**config.mk**
```make
export PLATFORM = sky130hd
export DESIGN_NAME = local_sum_gen_flat
export DESIGN_NICKNAME = d
export VERILOG_FILES = /design/src/rtl/predictor_pkg.sv /design/src/rtl/local_sum_gen_if.sv /design/src/rtl/line_buf_ram.sv /design/src/rtl/local_sum_gen.sv /design/src/flat_wrapper.sv
export SDC_FILE = /design/constraint.sdc
export NUM_CORES = 1
export LEC_CHECK = 0
export BUFFER_PORTS_ARGS = -buffer_cell sky130_fd_sc_hd__buf_2
export CAP_MARGIN = 20
export CORE_AREA = 8 8 364 366
export DETAILED_ROUTE_END_ITERATION = 12
export DIE_AREA = 0 0 372 374
export PLACE_DENSITY = 0.63
export SYNTH_ARGS = -nofsm -noshare
export SYNTH_HDL_FRONTEND = slang
export SYNTH_HIERARCHICAL = 1
export SYNTH_SLANG_ARGS = --single-unit
```
**constraint.sdc**
```tcl
create_clock -name clk -period 3.9 [get_ports clk]
set_clock_uncertainty 0.05 [all_clocks]
set_input_delay 0.195 -clock clk [delete_from_list [all_inputs] [get_ports clk]]
set_output_delay 0.195 -clock clk [all_outputs]
set_load 0.01 [all_outputs]
```
**src/rtl/predictor_pkg.sv**
```systemverilog
// Shared definitions for the simplified CCSDS-123 predictor:
// local-sum case codes and the local-sum width helper.
package predictor_pkg;

    typedef logic [2:0] ls_case_t;

    localparam ls_case_t LS_INNER = 3'd0;
    localparam ls_case_t LS_TOP   = 3'd1;
    localparam ls_case_t LS_LEFT  = 3'd2;
    localparam ls_case_t LS_RIGHT = 3'd3;
    localparam ls_case_t LS_FIRST = 3'd4;

    // The sum of four D-bit samples needs two extra bits.
    function automatic int unsigned ls_width(input int unsigned d);
        return d + 2;
    endfunction

endpackage

```
**src/rtl/local_sum_gen_if.sv**
```systemverilog
// Sample stream into the local-sum stage and the aligned sample/sum/flag stream out of it.
interface local_sum_gen_if
    import predictor_pkg::*;
#(
    parameter int unsigned DATA_WIDTH = 16
) ();

    localparam int unsigned SUM_W = ls_width(DATA_WIDTH);

    logic                  en_i;
    logic                  sof_i;
    logic [DATA_WIDTH-1:0] data_i;
    logic                  en_o;
    logic [DATA_WIDTH-1:0] data_o;
    logic [SUM_W-1:0]      sum_o;
    logic                  first_o;
    logic                  last_o;

    modport master (
        output en_i, sof_i, data_i,
        input  en_o, data_o, sum_o, first_o, last_o
    );

    modport slave (
        input  en_i, sof_i, data_i,
        output en_o, data_o, sum_o, first_o, last_o
    );

endinterface

```
**src/rtl/line_buf_ram.sv**
```systemverilog
// One-row line buffer: single write port, combinational read port at a different address.
module line_buf_ram #(
    parameter  int unsigned DEPTH = 64,
    parameter  int unsigned WIDTH = 16,
    localparam int unsigned AW    = $clog2(DEPTH)
) (
    input  logic             clk,
    input  logic             we,
    input  logic [AW-1:0]    waddr,
    input  logic [WIDTH-1:0] wdata,
    input  logic [AW-1:0]    raddr,
    output logic [WIDTH-1:0] rdata
);

    logic [WIDTH-1:0] mem [DEPTH];

    always_ff @(posedge clk) begin
        if (we) begin
            mem[waddr] <= wdata;
        end
    end

    assign rdata = mem[raddr];

endmodule

```
**src/rtl/local_sum_gen.sv**
```systemverilog
// Local-sum stage: raster counters, one-row line buffer, neighbour registers
// and a fixed two-stage pipeline producing s(x,y), sigma(x,y) and position flags.
module local_sum_gen
    import predictor_pkg::*;
#(
    parameter int unsigned DATA_WIDTH = 16,
    parameter int unsigned NX         = 64,
    parameter int unsigned NY         = 64
) (
    input logic            clk,
    input logic            rst,
    local_sum_gen_if.slave bus
);

    localparam int unsigned X_W   = $clog2(NX);
    localparam int unsigned Y_W   = (NY > 1) ? $clog2(NY) : 1;
    localparam int unsigned SUM_W = ls_width(DATA_WIDTH);
    localparam logic [X_W-1:0] X_MAX = X_W'(NX - 1);
    localparam logic [Y_W-1:0] Y_MAX = Y_W'(NY - 1);

    logic [X_W-1:0]        x_q, cur_x, rd_addr;
    logic [Y_W-1:0]        y_q, cur_y;
    logic [DATA_WIDTH-1:0] w_q, n_q, nw_q, ne_c;
    ls_case_t              sel_c;

    logic                  s1_en, s1_last;
    logic [DATA_WIDTH-1:0] s1_data, s1_w, s1_n, s1_nw, s1_ne;
    ls_case_t              s1_sel;
    logic [SUM_W-1:0]      sum_c;

    // Position of the incoming sample; sof overrides the counters.
    always_comb begin
        cur_x = x_q;
        cur_y = y_q;
        if (bus.sof_i) begin
            cur_x = '0;
            cur_y = '0;
        end
    end

    // At the row end the read wraps to address 0, which already holds s(0,y): N for the next row start.
    always_comb begin
        rd_addr = cur_x + X_W'(1);
        if (cur_x == X_MAX) begin
            rd_addr = '0;
        end
    end

    always_comb begin
        sel_c = LS_INNER;
        if (cur_x == '0 && cur_y == '0) begin
            sel_c = LS_FIRST;
        end else if (cur_y == '0) begin
            sel_c = LS_TOP;
        end else if (cur_x == '0) begin
            sel_c = LS_LEFT;
        end else if (cur_x == X_MAX) begin
            sel_c = LS_RIGHT;
        end
    end

    line_buf_ram #(
        .DEPTH (NX),
        .WIDTH (DATA_WIDTH)
    ) u_line_buf (
        .clk   (clk),
        .we    (bus.en_i && !rst),
        .waddr (cur_x),
        .wdata (bus.data_i),
        .raddr (rd_addr),
        .rdata (ne_c)
    );

    always_ff @(posedge clk) begin
        if (rst) begin
            x_q <= '0;
            y_q <= '0;
        end else if (bus.en_i) begin
            if (cur_x == X_MAX) begin
                x_q <= '0;
                y_q <= (cur_y == Y_MAX) ? '0 : cur_y + Y_W'(1);
            end else begin
                x_q <= cur_x + X_W'(1);
                y_q <= cur_y;
            end
        end
    end

    // NE read now becomes N for the next column; N slides into NW.
    always_ff @(posedge clk) begin
        if (rst) begin
            w_q  <= '0;
            n_q  <= '0;
            nw_q <= '0;
        end else if (bus.en_i) begin
            w_q  <= bus.data_i;
            n_q  <= ne_c;
            nw_q <= n_q;
        end
    end

    always_ff @(posedge clk) begin
        if (rst) begin
            s1_en   <= 1'b0;
            s1_data <= '0;
            s1_w    <= '0;
            s1_n    <= '0;
            s1_nw   <= '0;
            s1_ne   <= '0;
            s1_sel  <= LS_INNER;
            s1_last <= 1'b0;
        end else begin
            s1_en <= bus.en_i;
            if (bus.en_i) begin
                s1_data <= bus.data_i;
                s1_w    <= w_q;
                s1_n    <= n_q;
                s1_nw   <= nw_q;
                s1_ne   <= ne_c;
                s1_sel  <= sel_c;
                s1_last <= (cur_x == X_MAX) && (cur_y == Y_MAX);
            end
        end
    end

    always_comb begin
        sum_c = '0;
        case (s1_sel)
            LS_INNER: sum_c = SUM_W'(s1_w) + SUM_W'(s1_nw) + SUM_W'(s1_n) + SUM_W'(s1_ne);
            LS_TOP:   sum_c = SUM_W'(s1_w) << 2;
            LS_LEFT:  sum_c = (SUM_W'(s1_n) + SUM_W'(s1_ne)) << 1;
            LS_RIGHT: sum_c = SUM_W'(s1_w) + SUM_W'(s1_nw) + (SUM_W'(s1_n) << 1);
            default:  sum_c = '0;
        endcase
    end

    // Stage 2 holds its payload while no sample is flowing.
    always_ff @(posedge clk) begin
        if (rst) begin
            bus.en_o    <= 1'b0;
            bus.data_o  <= '0;
            bus.sum_o   <= '0;
            bus.first_o <= 1'b0;
            bus.last_o  <= 1'b0;
        end else begin
            bus.en_o <= s1_en;
            if (s1_en) begin
                bus.data_o  <= s1_data;
                bus.sum_o   <= sum_c;
                bus.first_o <= (s1_sel == LS_FIRST);
                bus.last_o  <= s1_last;
            end
        end
    end

endmodule

```
**src/flat_wrapper.sv**
```systemverilog
// flat-port wrapper written by rule: the top's interface ports become plain ports
module local_sum_gen_flat import predictor_pkg::*;
#(
    parameter int unsigned DATA_WIDTH = 16,
    parameter int unsigned NX         = 64,
    parameter int unsigned NY         = 64
)
  (clk, rst, bus_en_i, bus_sof_i, bus_data_i, bus_en_o, bus_data_o, bus_sum_o, bus_first_o, bus_last_o);
  local_sum_gen_if #(.DATA_WIDTH(DATA_WIDTH)) bus_i ();
  input logic clk;
  input logic rst;
  input wire logic [$bits(bus_i.en_i)-1:0] bus_en_i;
  input wire logic [$bits(bus_i.sof_i)-1:0] bus_sof_i;
  input wire logic [$bits(bus_i.data_i)-1:0] bus_data_i;
  output wire logic [$bits(bus_i.en_o)-1:0] bus_en_o;
  output wire logic [$bits(bus_i.data_o)-1:0] bus_data_o;
  output wire logic [$bits(bus_i.sum_o)-1:0] bus_sum_o;
  output wire logic [$bits(bus_i.first_o)-1:0] bus_first_o;
  output wire logic [$bits(bus_i.last_o)-1:0] bus_last_o;
  assign bus_i.en_i = bus_en_i;
  assign bus_i.sof_i = bus_sof_i;
  assign bus_i.data_i = bus_data_i;
  assign bus_en_o = bus_i.en_o;
  assign bus_data_o = bus_i.data_o;
  assign bus_sum_o = bus_i.sum_o;
  assign bus_first_o = bus_i.first_o;
  assign bus_last_o = bus_i.last_o;
  local_sum_gen #(.DATA_WIDTH(DATA_WIDTH), .NX(NX), .NY(NY)) u_core (.clk(clk), .rst(rst), .bus(bus_i));
endmodule
```
==> Word level (Yosys, flattened, before mapping) <==
Memories as Yosys holds them, arrays and structs flattened. A register that Yosys moved wholly into a read port is not among the register bits.
Cells that the tools add are included.
{ "classes": {"add_sub_neg": 7, "eq_ne": 6, "muxes": 12, "n_reduce_logical": 7} }
{ "op_table": {"columns": ["operator", "n"], "rows": [
  ["$pmux 18 s4", 1],
  ["$add 18x16->18", 2],
  ["$add 16x16->17", 2],
  ["$mux 6", 5],
  ["$add 18x17->18", 1],
  ["$add 6x1->6 const B", 2],
  ["$eq 6x6->1 const B", 2],
  ["$logic_not 6->1", 2],
  ["$mux 3", 3],
  ["$eq 3x2->1 const B", 2],
  ["$eq 3x1->1 const B", 1],
  ["$eq 3x3->1 const B", 1],
  ["$logic_and 1x1->1", 3],
  ["$logic_not 3->1", 1],
  ["$mux 1", 2],
  ["$mux 2", 1],
  ["$logic_not 1->1", 1]
]} }
{ "totals": {"reg_bits": 118, "ram_bits": 1024, "in_bits": 20, "n_memories": 1} }
{ "mem_list": {"columns": ["name", "words", "width", "read_ports", "rd_clocked_by_memory_dff", "write_ports", "line_no", "source"], "rows": [
  ["u_core.u_line_buf.mem", 64, 16, 1, 1, 1, "line_buf_ram.sv:15", "logic [WIDTH-1:0] mem [DEPTH];"]
]} }

==> Depth between registers and ports, before layout <==
{ "logic_depth": {"depth_word": 6, "ltp_mapped": 19} }

==> Cells and area by module <==
The synthesis kept the hierarchy.
{ "modules_own_cells": {"columns": ["mod", "n_inst", "cells_each", "area_each_um2", "seq_area_each_um2"], "rows": [
  ["line_buf_ram", 1, 1813, 39721.8, 30749.5],
  ["local_sum_gen", 1, 911, 8034.0, 2682.6]
]} }

==> Least setup slack after synthesis <==
Ideal clock, no wire load.
{ "synth_timing": {"path_type": "register -> register", "start": "register u_core.s1_w[0]", "end": "register u_core.bus.sum_o[13]", "setup_ns": 0.133, "arrival_time_ns": 3.679, "required_ns": 3.717, "path_slack_ns": 0.039, "stages_incl_launch_ff": 19, "path_buffers": 0, "cell_sequence": "dfxtp_1 -> ha_1 -> inv_1 -> fa_1 -> nor2b_1 -> o31a_1 -> o21bai_1 -> a21oi_1 -> nor3_1 -> xnor2_1 -> fa_1 -> ha_1 -> nand2_1 -> nor4_1 -> a21o_1 -> a21oi_2 -> xnor2_1 -> a222oi_1 -> o31ai_1"} }
{ "synth_between": {"elab_chain_len": 4, "elab_cells_between_ends": 5, "cone_classes": "add/sub (4); mux (1)"} }
{ "synth_rtl": {"columns": ["item", "line_no", "source"], "rows": [
  ["start: declaration", "local_sum_gen.sv:27", "logic [DATA_WIDTH-1:0] s1_data, s1_w, s1_n, s1_nw, s1_ne;"],
  ["start signal: assignment", "local_sum_gen.sv:116", "s1_w <= w_q;"],
  ["$add 16x16->17 (*)", "local_sum_gen.sv:129, local_sum_gen.sv:132", null],
  ["$add 18x16->18 (2 in a row)", "local_sum_gen.sv:129", "LS_INNER: sum_c = SUM_W'(s1_w) + SUM_W'(s1_nw) + SUM_W'(s1_n) + SUM_W'(s1_ne);"],
  ["$pmux 18 s4 (*)", "local_sum_gen.sv:128", "case (s1_sel)"],
  ["end signal: assignment", "local_sum_gen.sv:149", "bus.sum_o <= sum_c;"],
  ["end: declaration", "local_sum_gen_if.sv:26", "output en_o, data_o, sum_o, first_o, last_o"]
]} }
Mark *: on every way between the ends. The rest lies on a longest branch, timed or not.
A chain may end at the register's enable or synchronous reset.

==> Worst setup path after layout <==
{ "layout_timing": {"start": "register u_core.s1_nw[0]", "end": "register u_core.bus.sum_o[12]"} }
{ "layout_between": {"elab_chain_len": 4, "elab_cells_between_ends": 5, "cone_classes": "add/sub (4); mux (1)"} }
{ "layout_rtl": {"columns": ["item", "line_no", "source"], "rows": [
  ["start: declaration", "local_sum_gen.sv:27", null],
  ["start signal: assignment", "local_sum_gen.sv:118", "s1_nw <= nw_q;"],
  ["$add 16x16->17 (*)", "local_sum_gen.sv:129, local_sum_gen.sv:132", null],
  ["$add 18x16->18 (2 in a row)", "local_sum_gen.sv:129", null],
  ["$pmux 18 s4 (*)", "local_sum_gen.sv:128", null]
]} }
Marks and branches as above.

==> run_results.csv <==
group,metric,value,unit
layout,multi_input_area,13400,um2
critical_path,crit_type,"flop to flop",
global_route,grt_max_degree,80,
placement,dp_hpwl,74.8,mm
outcome,outcome,"complete, but fails checks",
outcome,violations,"setup timing",
detailed_routing,drt_iter0_drc,2347,
logic_synthesis,seq_area_frac_synth,0.700,
critical_path,worst-path-max-fanout,3,
die,initial_utilization,0.377,
power_and_ir_drop,power_leakage,18.9,nW
placement,pre_cts_ws,-246,ps
die,io_pins,57,
die,die_area,139000,um2
power_and_ir_drop,ir_worst_vdd,0.434,mV
detailed_routing,via_per_inst,5.38,
timing,finalCriticalPeriod,4070,ps
power_and_ir_drop,combinationalPowerShare,0.064,
die,die_w,372,um
critical_path,cp_slowest_cell,"fa_1",
global_route,grtUsageTotal,0.161,
layout,finalNetCount,3124,
logic_synthesis,synth_edf_count,1024,
power_and_ir_drop,power_frac_clock,0.406,
placement,placed_area,51500,um2
layout,syn_to_final_growth,16.0,%
critical_path,cpPeakStageDelay,470,ps
critical_path,crit_chain,"ha_4 -> inv_2 -> fa_2 -> nor2b_4 -> o31a_1 -> buf_6 -> o21bai_1 -> a21oi_1 -> nor3_2 -> xnor2_2 -> fa_1 -> ha_4 -> nand2_4 -> nor4_4 -> buf_4 -> a21oi_4 -> buf_6 -> xnor2_2 -> a222oi_1 -> o31ai_1",
global_route,grt-ovfl-total,0,
clock_tree,cts-root-buf,"clkbuf_16",
clock_tree,cts_tree,"done",
logic_synthesis,syn_area,47800,um2
detailed_routing,vias,25797,
layout,drive_gt1_frac,0.255,
layout,finalInstanceArea,55400,um2
layout,final_cell_mix,"1024 x edfxtp_1, 253 x buf_4, 233 x nor2_1",
layout,seqCellArea,33400,um2
power_and_ir_drop,totalPowerFinal,25.7,mW
timing,worst_slack,-175,ps
power_and_ir_drop,switching_share,0.223,
logic_synthesis,async_flop_share,0,
layout,final_common_cell,"edfxtp_1",
critical_path,critPathArrivalTime,4610,ps
detailed_routing,detail_route.wl_per_cell,23.9,um
timing,hold_viol_final,0,
layout,fillers,10985,
logic_synthesis,syn_inst,2724,
clock_tree,clk_pin_slew,60,ps
timing,max_slew_margin,0.326,
critical_path,crit_path_start_kind,"flop",
global_route,grt_pass1_vias,25639,
clock_tree,h-tree-depth,3,
timing,hold_ws,99.4,ps
timing,post-route-period-util,1.04,
die,core-area,127000,um2
flow_run,cap_violations,0,
logic_synthesis,synth-seq-cells,1158,
power_and_ir_drop,power.density,464,nW/um2
detailed_routing,finalWirelength,114,mm
clock_tree,clock_sinks,1158,
global_route,grt_pass1_wl,170,mm
logic_synthesis,yosysWarnings,6,
die,die_height,374,um
logic_synthesis,syn_nets,2815,
critical_path,end_kind,"flop",
clock_tree,cts_made_buffers,113,
detailed_routing,drc,0,
timing,worstMarginPinSlew,1000,ps
logic_synthesis,yosys_most_used_dff,"edfxtp_1",
logic_synthesis,yosysUniqueCellTypes,71,
critical_path,required,4430,ps
clock_tree,clockBufferDepth,3,
timing,setup_violations,7,
power_and_ir_drop,seq_power_share,0.530,
timing,slew_viol_final,0,
placement,io_buffers,56,
logic_synthesis,syn_avg_cell_area,17.5,um2
placement,globalplace.congestion,0.901,
power_and_ir_drop,internal_power,20.0,mW
detailed_routing,ant_nets,0,
die,rows,131,
timing,fmax,245,MHz
global_route,antenna_found_initial,1,
detailed_routing,firstDrtPassIters,5,
clock_tree,clk_latency,760,ps
power_and_ir_drop,p_sw,5.72,mW
hold_path,hold_path_class,"primary input to flop",
timing,rsz0062_at_grt,"true",
through the flow:
| step | TNS [ps] | instances | utilization |
|---|---|---|---|
| floorplan | 0 | 2724 | - |
| global placement | -1200 | 4562 | 0.406 |
| detailed placement | -1460 | 4562 | 0.406 |
| CTS | -398 | 4788 | 0.436 |
| global route | -2570 | 4790 | 0.437 |
| finish | -429 | 4791 | 0.437 |
critical path: cells and delay by family (launching register included):
family	cells	cell delay (ps)
compound gates	6	1080
flops	1	340
buf+inv	4	470
simple gates	4	570
fa+ha+maj	4	1170
xor+xnor	2	260
flip-flops by register name, indices dropped and copies added, names as in the netlist:
| register | flops |
|---|---|
| u_core/u_line_buf/mem | 1024 |
| u_core/bus.sum_o | 18 |
| u_core/bus.data_o | 16 |
| u_core/s1_data | 16 |
| u_core/s1_n | 16 |
| u_core/s1_ne | 16 |
| u_core/s1_nw | 16 |
| u_core/s1_w | 16 |
| u_core/x_q | 6 |
| u_core/y_q | 6 |
| u_core/s1_sel | 3 |
| u_core/bus.en_o | 1 |
| u_core/bus.first_o | 1 |
| u_core/bus.last_o | 1 |
| u_core/s1_en | 1 |
| u_core/s1_last | 1 |
path summary, 6_finish.rpt:
kind	from	to	slack, ps	cells past startpoint
worst max register to register	u_core/s1_nw[0]	u_core/bus.sum_o[12]	-170	20
worst min-delay path	bus_data_i[6]	u_core/u_line_buf/mem[2][6]	100	1
worst max-delay path	u_core/s1_nw[0]	u_core/bus.sum_o[12]	-170	20
worst min register to register	u_core/bus.first_o	u_core/bus.first_o	420	2
final cells by class:
type	instances	area share
flip-flops and latches	1158	0.603
multi-input cells	1373	0.243
clock buffers	135	0.0525
repair buffers	341	0.0488
well taps	1662	0.0375
clock inverters	75	0.0118
inverters	46	0.00325
diodes	1	0.0000452
cells by family after synthesis:
kind of cell,synth area share
flip-flops,0.700
AND/OR/NAND/NOR,0.0470
multiplexers,0.155
AO/OA/AOI/OAI,0.0466
buffers and inverters,0.0234
adder cells (fa/ha/maj),0.0216
XOR/XNOR,0.00660
cell usage after synthesis, types with 36 or more instances:
cell type	number	area (um2)
o21ai_0	42	210
mux4_2	220	4950
a22oi_1	49	368
inv_1	46	173
clkbuf_1	57	214
nand3_1	37	185
mux2_2	38	428
dfxtp_1	134	2680
nor2b_1	36	225
mux2i_1	190	1900
nand2_1	96	360
buf_2	36	180
ha_1	52	651
nor2_1	234	878
a21oi_1	68	340
edfxtp_1	1024	30700
per-layer routing:
metal	track usage	vias to the layer above	routed length [um]
met1	0.232	13292	50900
met3	0.0319	187	7420
met5	0	-	13
met2	0.247	855	52200
met4	0.0525	2	3790
li1	-	11461	-
power by group through the flow:
stage / clock network (mW) / registers, mW / logic [mW]
2_1_floorplan: 0 / 13.9 / 0.931
3_3_place_gp: 0 / 13.9 / 1.59
3_5_place_dp: 0 / 13.9 / 1.60
4_1_cts: 10.7 / 13.6 / 1.63
5_1_grt: 11.1 / 13.6 / 1.76
6_report: 10.4 / 13.6 / 1.64
repair_timing:
action,CTS,global route
buffers inserted,3,2
gates resized for setup,15,30
setup endpoints to repair,10,11
hold buffers,13,0
pin swaps,10,24
hold endpoints to repair,282,0
No activity file was read; power rests on OpenSTA's default activity.
